## config.mk

```make
export PLATFORM = sky130hd
export DESIGN_NAME = oam_dma_controller_flat
export DESIGN_NICKNAME = d
export VERILOG_FILES = /design/src/rtl/oam_dma_controller_if.sv /design/src/rtl/oam_dma_controller.sv /design/src/flat_wrapper.sv
export SDC_FILE = /design/constraint.sdc
export NUM_CORES = 1
export LEC_CHECK = 0
export BUFFER_PORTS_ARGS = -buffer_cell sky130_fd_sc_hd__buf_2
export CELL_PAD_IN_SITES_DETAIL_PLACEMENT = 0
export CELL_PAD_IN_SITES_GLOBAL_PLACEMENT = 2
export CORE_ASPECT_RATIO = 0.6
export CORE_MARGIN = 1.5
export CORE_UTILIZATION = 28
export CTS_CLUSTER_DIAMETER = 120
export DETAILED_ROUTE_END_ITERATION = 12
export MAX_ROUTING_LAYER = met4
export PLACE_DENSITY_LB_ADDON = 0.2
export RECOVER_POWER = 50
export SYNTH_ARGS = -nofsm -noshare
export SYNTH_HDL_FRONTEND = slang
export SYNTH_SLANG_ARGS = --single-unit
```

## constraint.sdc

```tcl
create_clock -name clock -period 2.12 [get_ports clock]
set_input_delay 0.212 -clock clock [delete_from_list [all_inputs] [get_ports clock]]
set_output_delay 0.212 -clock clock [all_outputs]
set_load 0.005 [all_outputs]
```

## src/rtl/oam_dma_controller_if.sv

```systemverilog
// ============================================================================
// Module      : oam_dma_controller_if
// Description : CPU-side and memory-map-side bus bundle for the OAM DMA block.
// Revision    : 1.0 - initial release
// ============================================================================
`default_nettype none

interface oam_dma_controller_if;
   logic [15:0] cpu_addr;
   logic        cpu_wren;
   logic [7:0]  cpu_wdata;
   logic [7:0]  cpu_rdata;
   logic [15:0] mem_addr;
   logic        mem_wren;
   logic [7:0]  mem_wdata;
   logic [7:0]  mem_rdata;
   logic        dma_active;
   logic        dma_done;

   modport slave (
      input  cpu_addr, cpu_wren, cpu_wdata, mem_rdata,
      output cpu_rdata, mem_addr, mem_wren, mem_wdata, dma_active, dma_done
   );

   modport master (
      output cpu_addr, cpu_wren, cpu_wdata, mem_rdata,
      input  cpu_rdata, mem_addr, mem_wren, mem_wdata, dma_active, dma_done
   );
endinterface

`default_nettype wire

```

## src/rtl/oam_dma_controller.sv

```systemverilog
// ============================================================================
// Module      : oam_dma_controller
// Description : Game Boy OAM DMA sequencer and CPU/DMA memory bus arbiter.
// Revision    : 1.0 - initial release
// ============================================================================
`default_nettype none

module oam_dma_controller #(
   parameter int          XFER_LEN     = 160,
   parameter logic [15:0] DMA_REG_ADDR = 16'hFF46,
   parameter logic [15:0] OAM_BASE     = 16'hFE00
) (
   input wire                    clock,
   input wire                    reset,
   oam_dma_controller_if.slave   bus
);

   localparam logic [1:0] c_IDLE  = 2'd0;
   localparam logic [1:0] c_READ  = 2'd1;
   localparam logic [1:0] c_WAIT  = 2'd2;
   localparam logic [1:0] c_WRITE = 2'd3;
   localparam logic [7:0] c_LAST_IDX = 8'(XFER_LEN - 1);

   logic [1:0] r_state;
   logic [1:0] w_next_state;
   logic [7:0] r_src;
   logic [7:0] r_idx;
   logic [7:0] r_data;
   logic       r_active;
   logic       r_done;

   logic       w_reg_hit;
   logic       w_trig;
   logic       w_last;
   logic [7:0] w_eff_hi;

   assign w_reg_hit = (bus.cpu_addr == DMA_REG_ADDR);
   assign w_trig    = bus.cpu_wren && w_reg_hit;
   assign w_last    = (r_idx == c_LAST_IDX);
   // E0-FF sources alias onto C000-DFFF work RAM (echo region)
   assign w_eff_hi  = (r_src >= 8'hE0) ? (r_src & 8'hDF) : r_src;

   always_comb begin
      w_next_state = r_state;
      case (r_state)
         c_IDLE:  w_next_state = c_IDLE;
         c_READ:  w_next_state = c_WAIT;
         c_WAIT:  w_next_state = c_WRITE;
         c_WRITE: w_next_state = w_last ? c_IDLE : c_READ;
         default: w_next_state = c_IDLE;
      endcase
      // A register write starts (or restarts) a transfer from any state
      if (w_trig) begin
         w_next_state = c_READ;
      end
   end

   always_ff @(posedge clock or negedge reset) begin
      if (!reset) begin
         r_state  <= c_IDLE;
         r_src    <= 8'h00;
         r_idx    <= 8'h00;
         r_data   <= 8'h00;
         r_active <= 1'b0;
         r_done   <= 1'b0;
      end else begin
         r_state  <= w_next_state;
         r_active <= (w_next_state != c_IDLE);
         r_done   <= (r_state == c_WRITE) && w_last && !w_trig;
         if (w_trig) begin
            r_src <= bus.cpu_wdata;
            r_idx <= 8'h00;
         end else if ((r_state == c_WRITE) && !w_last) begin
            r_idx <= r_idx + 8'h01;
         end
         if (r_state == c_WAIT) begin
            r_data <= bus.mem_rdata;
         end
      end
   end

   always_comb begin
      bus.mem_addr  = bus.cpu_addr;
      bus.mem_wren  = bus.cpu_wren;
      bus.mem_wdata = bus.cpu_wdata;
      bus.cpu_rdata = w_reg_hit ? r_src : bus.mem_rdata;
      case (r_state)
         c_READ, c_WAIT: begin
            bus.mem_addr  = {w_eff_hi, r_idx};
            bus.mem_wren  = 1'b0;
            bus.mem_wdata = r_data;
            bus.cpu_rdata = w_reg_hit ? r_src : 8'hFF;
         end
         c_WRITE: begin
            bus.mem_addr  = OAM_BASE + {8'h00, r_idx};
            bus.mem_wren  = 1'b1;
            bus.mem_wdata = r_data;
            bus.cpu_rdata = w_reg_hit ? r_src : 8'hFF;
         end
         default: begin
            bus.mem_addr  = bus.cpu_addr;
         end
      endcase
   end

   assign bus.dma_active = r_active;
   assign bus.dma_done   = r_done;

endmodule

`default_nettype wire

```

## src/flat_wrapper.sv

```systemverilog
// flat-port wrapper written by rule: the top's interface ports become plain ports
module oam_dma_controller_flat 
#(
   parameter int          XFER_LEN     = 160,
   parameter logic [15:0] DMA_REG_ADDR = 16'hFF46,
   parameter logic [15:0] OAM_BASE     = 16'hFE00
)
  (clock, reset, bus_cpu_addr, bus_cpu_wren, bus_cpu_wdata, bus_mem_rdata, bus_cpu_rdata, bus_mem_addr, bus_mem_wren, bus_mem_wdata, bus_dma_active, bus_dma_done);
  oam_dma_controller_if bus_i ();
  input wire clock;
  input wire reset;
  input wire logic [$bits(bus_i.cpu_addr)-1:0] bus_cpu_addr;
  input wire logic [$bits(bus_i.cpu_wren)-1:0] bus_cpu_wren;
  input wire logic [$bits(bus_i.cpu_wdata)-1:0] bus_cpu_wdata;
  input wire logic [$bits(bus_i.mem_rdata)-1:0] bus_mem_rdata;
  output wire logic [$bits(bus_i.cpu_rdata)-1:0] bus_cpu_rdata;
  output wire logic [$bits(bus_i.mem_addr)-1:0] bus_mem_addr;
  output wire logic [$bits(bus_i.mem_wren)-1:0] bus_mem_wren;
  output wire logic [$bits(bus_i.mem_wdata)-1:0] bus_mem_wdata;
  output wire logic [$bits(bus_i.dma_active)-1:0] bus_dma_active;
  output wire logic [$bits(bus_i.dma_done)-1:0] bus_dma_done;
  assign bus_i.cpu_addr = bus_cpu_addr;
  assign bus_i.cpu_wren = bus_cpu_wren;
  assign bus_i.cpu_wdata = bus_cpu_wdata;
  assign bus_i.mem_rdata = bus_mem_rdata;
  assign bus_cpu_rdata = bus_i.cpu_rdata;
  assign bus_mem_addr = bus_i.mem_addr;
  assign bus_mem_wren = bus_i.mem_wren;
  assign bus_mem_wdata = bus_i.mem_wdata;
  assign bus_dma_active = bus_i.dma_active;
  assign bus_dma_done = bus_i.dma_done;
  oam_dma_controller #(.XFER_LEN(XFER_LEN), .DMA_REG_ADDR(DMA_REG_ADDR), .OAM_BASE(OAM_BASE)) u_core (.clock(clock), .reset(reset), .bus(bus_i));
endmodule
```

# After elaboration in Yosys (flattened, before gate mapping)
# Cells that the tools add are included.
# classes
order_cmp	1
mux	12
addsub	2
n_eq_ne	5
n_reduce_logical	11
# ops
op	n
8-bit 2-to-1 mux	6
16-bit one-hot mux with 2 select lines	1
16-bit equality test, second input constant	1
10-bit by 9-bit adder with 11-bit output, first input constant	1
8-bit by 1-bit adder with 8-bit output, second input constant	1
8-bit equality test, second input constant	1
8-bit >= comparator, second input constant	1
2-bit one-hot mux with 4 select lines	1
6-bit 2-to-1 mux	1
2-bit equality test, second input constant	2
1-bit logical AND	4
2-bit nonzero test	2
3-bit OR reduction	1
2-bit by 1-bit equality test with 1-bit output, second input constant	1
1-bit zero test	2
2-bit zero test	1
2-bit 2-to-1 mux	1
1-bit one-hot mux with 2 select lines	1
2-bit OR reduction	1
1-bit 2-to-1 mux	1
# word_totals
input_bits	35
output_inout_bits	35
register_bits	28
word_cells	37

# Depth between registers and ports, before layout
# depth
word_depth	5
mapped_depth	6
depth_no_buf	5

# Least setup slack after synthesis
# No wires, ideal clock.
# synth_timing
kind	input-to-reg
start	input bus_cpu_addr[3]
end	register u_core.r_src[4]
t_arrival_ns	1.526
path_slack_ns	0.466
setup_ns	0.127
path_buffers	1
stages	5
required_ns	1.993
cell_sequence	nand4bb_4 nor4_4 and2_4 buf_6 mux2_1
# synth_via
elab_chain_len	2
# synth_rtl
item	line	rtl
start: declaration	flat_wrapper.sv:12	input wire logic [$bits(bus_i.cpu_addr)-1:0] bus_cpu_addr;
16-bit equality test	oam_dma_controller.sv:37	assign w_reg_hit = (bus.cpu_addr == DMA_REG_ADDR);
1-bit logical AND	oam_dma_controller.sv:38	assign w_trig = bus.cpu_wren && w_reg_hit;
end signal: assignment	oam_dma_controller.sv:71	r_src <= bus.cpu_wdata;
end: declaration	oam_dma_controller.sv:26	logic [7:0] r_src;
# Every way passes these cells.
# A chain may end at the register's enable or synchronous reset.

# Worst setup path after layout
# layout_timing
start	register u_core.r_state[0]
end	output bus_mem_addr[1]
# layout_via
elab_chain_len	3
elab_cells_between_ends	5
classes_between	eq/ne (3); mux (1); reduce/logical (1)
# layout_rtl
item	line	rtl
start: declaration	oam_dma_controller.sv:24	logic [1:0] r_state;
start signal: assignment	oam_dma_controller.sv:60	r_state <= c_IDLE;
start signal: assignment	oam_dma_controller.sv:67	r_state <= w_next_state;
2-bit by 1-bit equality test with 1-bit output or 2-bit equality test (tied branches)	oam_dma_controller.sv:87	case (r_state)
2-bit OR reduction	oam_dma_controller.sv:87	
16-bit one-hot mux with 2 select lines (*)	oam_dma_controller.sv:87	
end: declaration	flat_wrapper.sv:17	output wire logic [$bits(bus_i.mem_addr)-1:0] bus_mem_addr;
# Mark *: on every way between the ends. The rest lies on a longest branch, timed or not.

==> impl_metrics.csv <==
group,metric,value,unit
synth,synth.area.mux_share,0.1715,
pwr,p_int,1681,uW
critical_path,r2r_end,"u_core.r_idx[3]",
synth,synth_cell_types,33,
floorplan,die_y,64.51,um
detailed_routing,wl_per_cell,14.44,um
detailed_routing,num_vias,1583,
sta,finalSetupTns,0,ns
synth,syn_inst,187,
critical_path,slowest_stage,"or2_2",
pwr,p_sw,1127,uW
sta,min_period_over_period,0.9290,
placement,placed_area,2233,sq um
synth,synth.avg_cell_area,9.441,sq um
critical_path,regToRegStartpoint,"u_core.r_state[0]",
detailed_routing,drt_first_pass_iters,4,
worst_hold_path,hold_path.class,"input pin to flip-flop",
sta,period_needed,1.969,ns
clocking,cts.sinks,28,
synth,synth_top_family_by_area,"simple AND/OR/NAND/NOR gates",
floorplan,ios,70,
pwr,pwr-share-comb,0.583,
floorplan,rows,22,
synth,synth_compound_area_frac,0.1099,
detailed_routing,vias_per_cell,4.615,
worst_hold_path,hold_path_depth,2,
synth,syn-num-nets,226,
sta,fmax,507.8,MHz
global_route,grt_max_degree,29,
placement,place_hpwl,3.824,mm
sta,drv_slew,0,
critical_path,start_kind,"flip-flop",
job,drv_cap,0,
sta,worst_pin_slew,0.8204,ns
pwr,pwr-share-seq,0.295,
sta,clock_skew,0.002281,ns
synth,ys_warn_count,0,
global_route,grt_overflow,0,
critical_path,cp.required,1.91,ns
floorplan,die-area,6806,sq um
critical_path,critical_path_class,"flip-flop to output port",
detailed_routing,routed_wl,4.954,mm
synth,yosys.area_share.adder,0.02835,
status,status,"finished, final reports clean",
critical_path,crit_family,"simple AND/OR/NAND/NOR gates",
critical_path,max_stage_delay,0.43,ns
critical_path,worstPathMaxFanout,11,
clocking,clkSlewWorstSetupHoldPaths,0.10,ns
worst_hold_path,worstHoldStart,"bus_cpu_wdata[4]",
placement,routabilityCongestion,0.7902,
global_route,antenna_found_initial,0,
pwr,power_leakage,0.001068,uW
critical_path,cp_num_buf_inv,1,
synth,synthesis.area,1765,sq um
global_route,grt_pass1_vias,1489,
sta,holdWs,0.1731,ns
critical_path,arrival,1.76,ns
clocking,clock_latency,0.28,ns
worst_hold_path,hold_path_end,"u_core.r_src[4]",
pwr,p_clk_frac,0.122,
pwr,sw_frac_of_total,0.4013,
global_route,track_usage,0.1556,
sta,hold_viol,0,
sta,setup_viol,0,
global_route,grt_pass1_wl,7.955,mm
critical_path,r2r_cells,5,
clocking,htree_num_levels,1,
clocking,root_buffer,"clkbuf_8",
final_layout,antenna_cells,0,
critical_path,cp-end-kind,"output port",
synth,ys_ff_latch,28,
pwr,power.density,1233,nW/um^2
floorplan,die_x,105.5,um
final_layout,nFillCells,673,
final_layout,fin_nets,299,
detailed_routing,drc,0,
detailed_routing,drtIter0Drc,50,
floorplan,initial_core_util,0.2889,
clocking,cts_tree,"built",
final_layout,drive_gt1_frac,0.4131,
critical_path,reg2reg_slack,0.47,ns
final_layout,area.growth.synth_to_final,29.06,%
clocking,cts-buffers-inserted,3,
floorplan,core_area,6111,sq um
critical_path,cp_cell_sequence,"ha_1 -> or2_2 -> nand2_1 -> o21ai_0 -> buf_2",
synth,synth-simple-area-share,0.2218,
pwr,power.total,2808,uW
clocking,clock_path_buffers,2,
sta,rsz0062_at_grt,"false",
placement,port_buffers,69,
detailed_routing,ant_nets,0,
synth,ys_seq_area_frac,0.3969,
pwr,vdd_drop_max,0.3858,mV
sta,slew_headroom,0.4528,
synth,synth-xor-area-share,0.01984,
final_layout,design_area,2278,sq um
==> logic make-up (layout without fill, tap and decap cells) <==
kind of cell / Yosys count / in the layout
AND/OR/NAND/NOR: 65 / 65
buffers and inverters: 22 / 94
adder cells (fa/ha/maj): 4 / 4
multiplexers: 27 / 27
XOR/XNOR: 4 / 4
flip-flops: 28 / 28
AO/OA/AOI/OAI: 37 / 37
==> per-stage QoR <==
step / utilization / worst slack (ns) / instances
after detailed placement: 0.3655 / 0.4271 / 338
final: 0.3729 / 0.1505 / 343
after floorplan: - / 0.4662 / 187
after global placement: 0.3655 / 0.4433 / 338
after CTS: 0.3761 / 0.1364 / 343
after global routing: 0.3729 / 0.03611 / 343
==> placed cells by master, fill, tap and decap left out, types with 2 or more instances in the layout <==
master and instances:
nor2_1 8, and3_1 3, nand2_1 29, ha_1 4, nand3_1 2, dfrtp_1 28, a21oi_1 17, mux2_1 2
mux2_2 24, clkbuf_1 3, nor3b_1 8, o21ai_0 17, buf_4 8, nand4_1 3, xor2_1 4, nand4b_1 2
inv_1 11, buf_2 66, a211oi_1 2, clkbuf_8 4
==> area by class of cell <==
cell class / instances / area, sq um / share of cell area
Timing Repair Buffer: 79 / 416.7 / 0.1829
Multi-Input combinational cell: 137 / 959.7 / 0.4212
Clock buffer: 4 / 55.05 / 0.02416
Tap cell: 84 / 105.1 / 0.04613
Sequential cell: 28 / 700.7 / 0.3075
Inverter: 11 / 41.29 / 0.01812
==> how the worst max path moves through the flow <==
| stage | slack, ns | startpoint | endpoint | cells after the start |
|---|---|---|---|---|
| 4_1_cts | 0.14 | u_core.r_state[0] | bus_mem_wdata[0] | 5 |
| 6_report | 0.15 | u_core.r_state[0] | bus_mem_addr[1] | 5 |
| 2_1_floorplan | 0.47 | bus_cpu_addr[3] | u_core.r_src[4] | 5 |
| 3_5_place_dp | 0.43 | bus_cpu_addr[3] | u_core.r_src[0] | 5 |
| 3_3_place_gp | 0.44 | u_core.r_state[0] | bus_mem_wren | 5 |
| 5_1_grt | 0.04 | u_core.r_state[1] | bus_mem_addr[6] | 7 |
==> per-layer routing <==
metal  vias up  part of all wire  GRT usage
met4         0            0.0052    0.02534
met2        53              0.38     0.2026
li1        798                 -          -
met1       730              0.54     0.2355
met5         -                 0          -
met3         2             0.075    0.04527
==> synth_stat cells, drive strengths merged <==
library cell	instances	share of area
nand2	29	0.063
dfrtp	28	0.40
mux2	26	0.17
a21oi	17	0.048
o21ai	17	0.048
inv	11	0.023
clkbuf	8	0.017
nor2	8	0.017
nor3b	8	0.034
ha	4	0.028
xor2	4	0.020
and3	3	0.011
buf	3	0.011
nand4	3	0.011
nand4b	3	0.023
a211oi	2	0.0085
and2	2	0.0085
nand3	2	0.0057
nand4bb	2	0.022
a311oi	1	0.0050
mux2i	1	0.0057
nand3b	1	0.0043
nor2b	1	0.0035
nor4	1	0.012
or2	1	0.0035
or3	1	0.0035
==> registers in the layout, summed over array words and instances, names as in the netlist <==
signal,cells
u_core.bus.dma_active,1
u_core.r_data,8
u_core.r_state,2
u_core.bus.dma_done,1
u_core.r_src,8
u_core.r_idx,8
==> power by group through the flow <==
stage	combinational, uW	sequential [uW]	clock [uW]
2_1_floorplan	998	798	0
3_3_place_gp	1670	840	0
3_5_place_dp	1650	837	0
4_1_cts	1660	828	357
5_1_grt	1830	856	382
6_report	1640	830	342
==> what timing repair did <==
action | CTS | global route
hold endpoints to repair | 28 | 0
setup buffers | 0 | 0
hold buffers | 1 | 0
gates resized for setup | 0 | 0
Note: power is estimated with default switching activity, not from simulation.
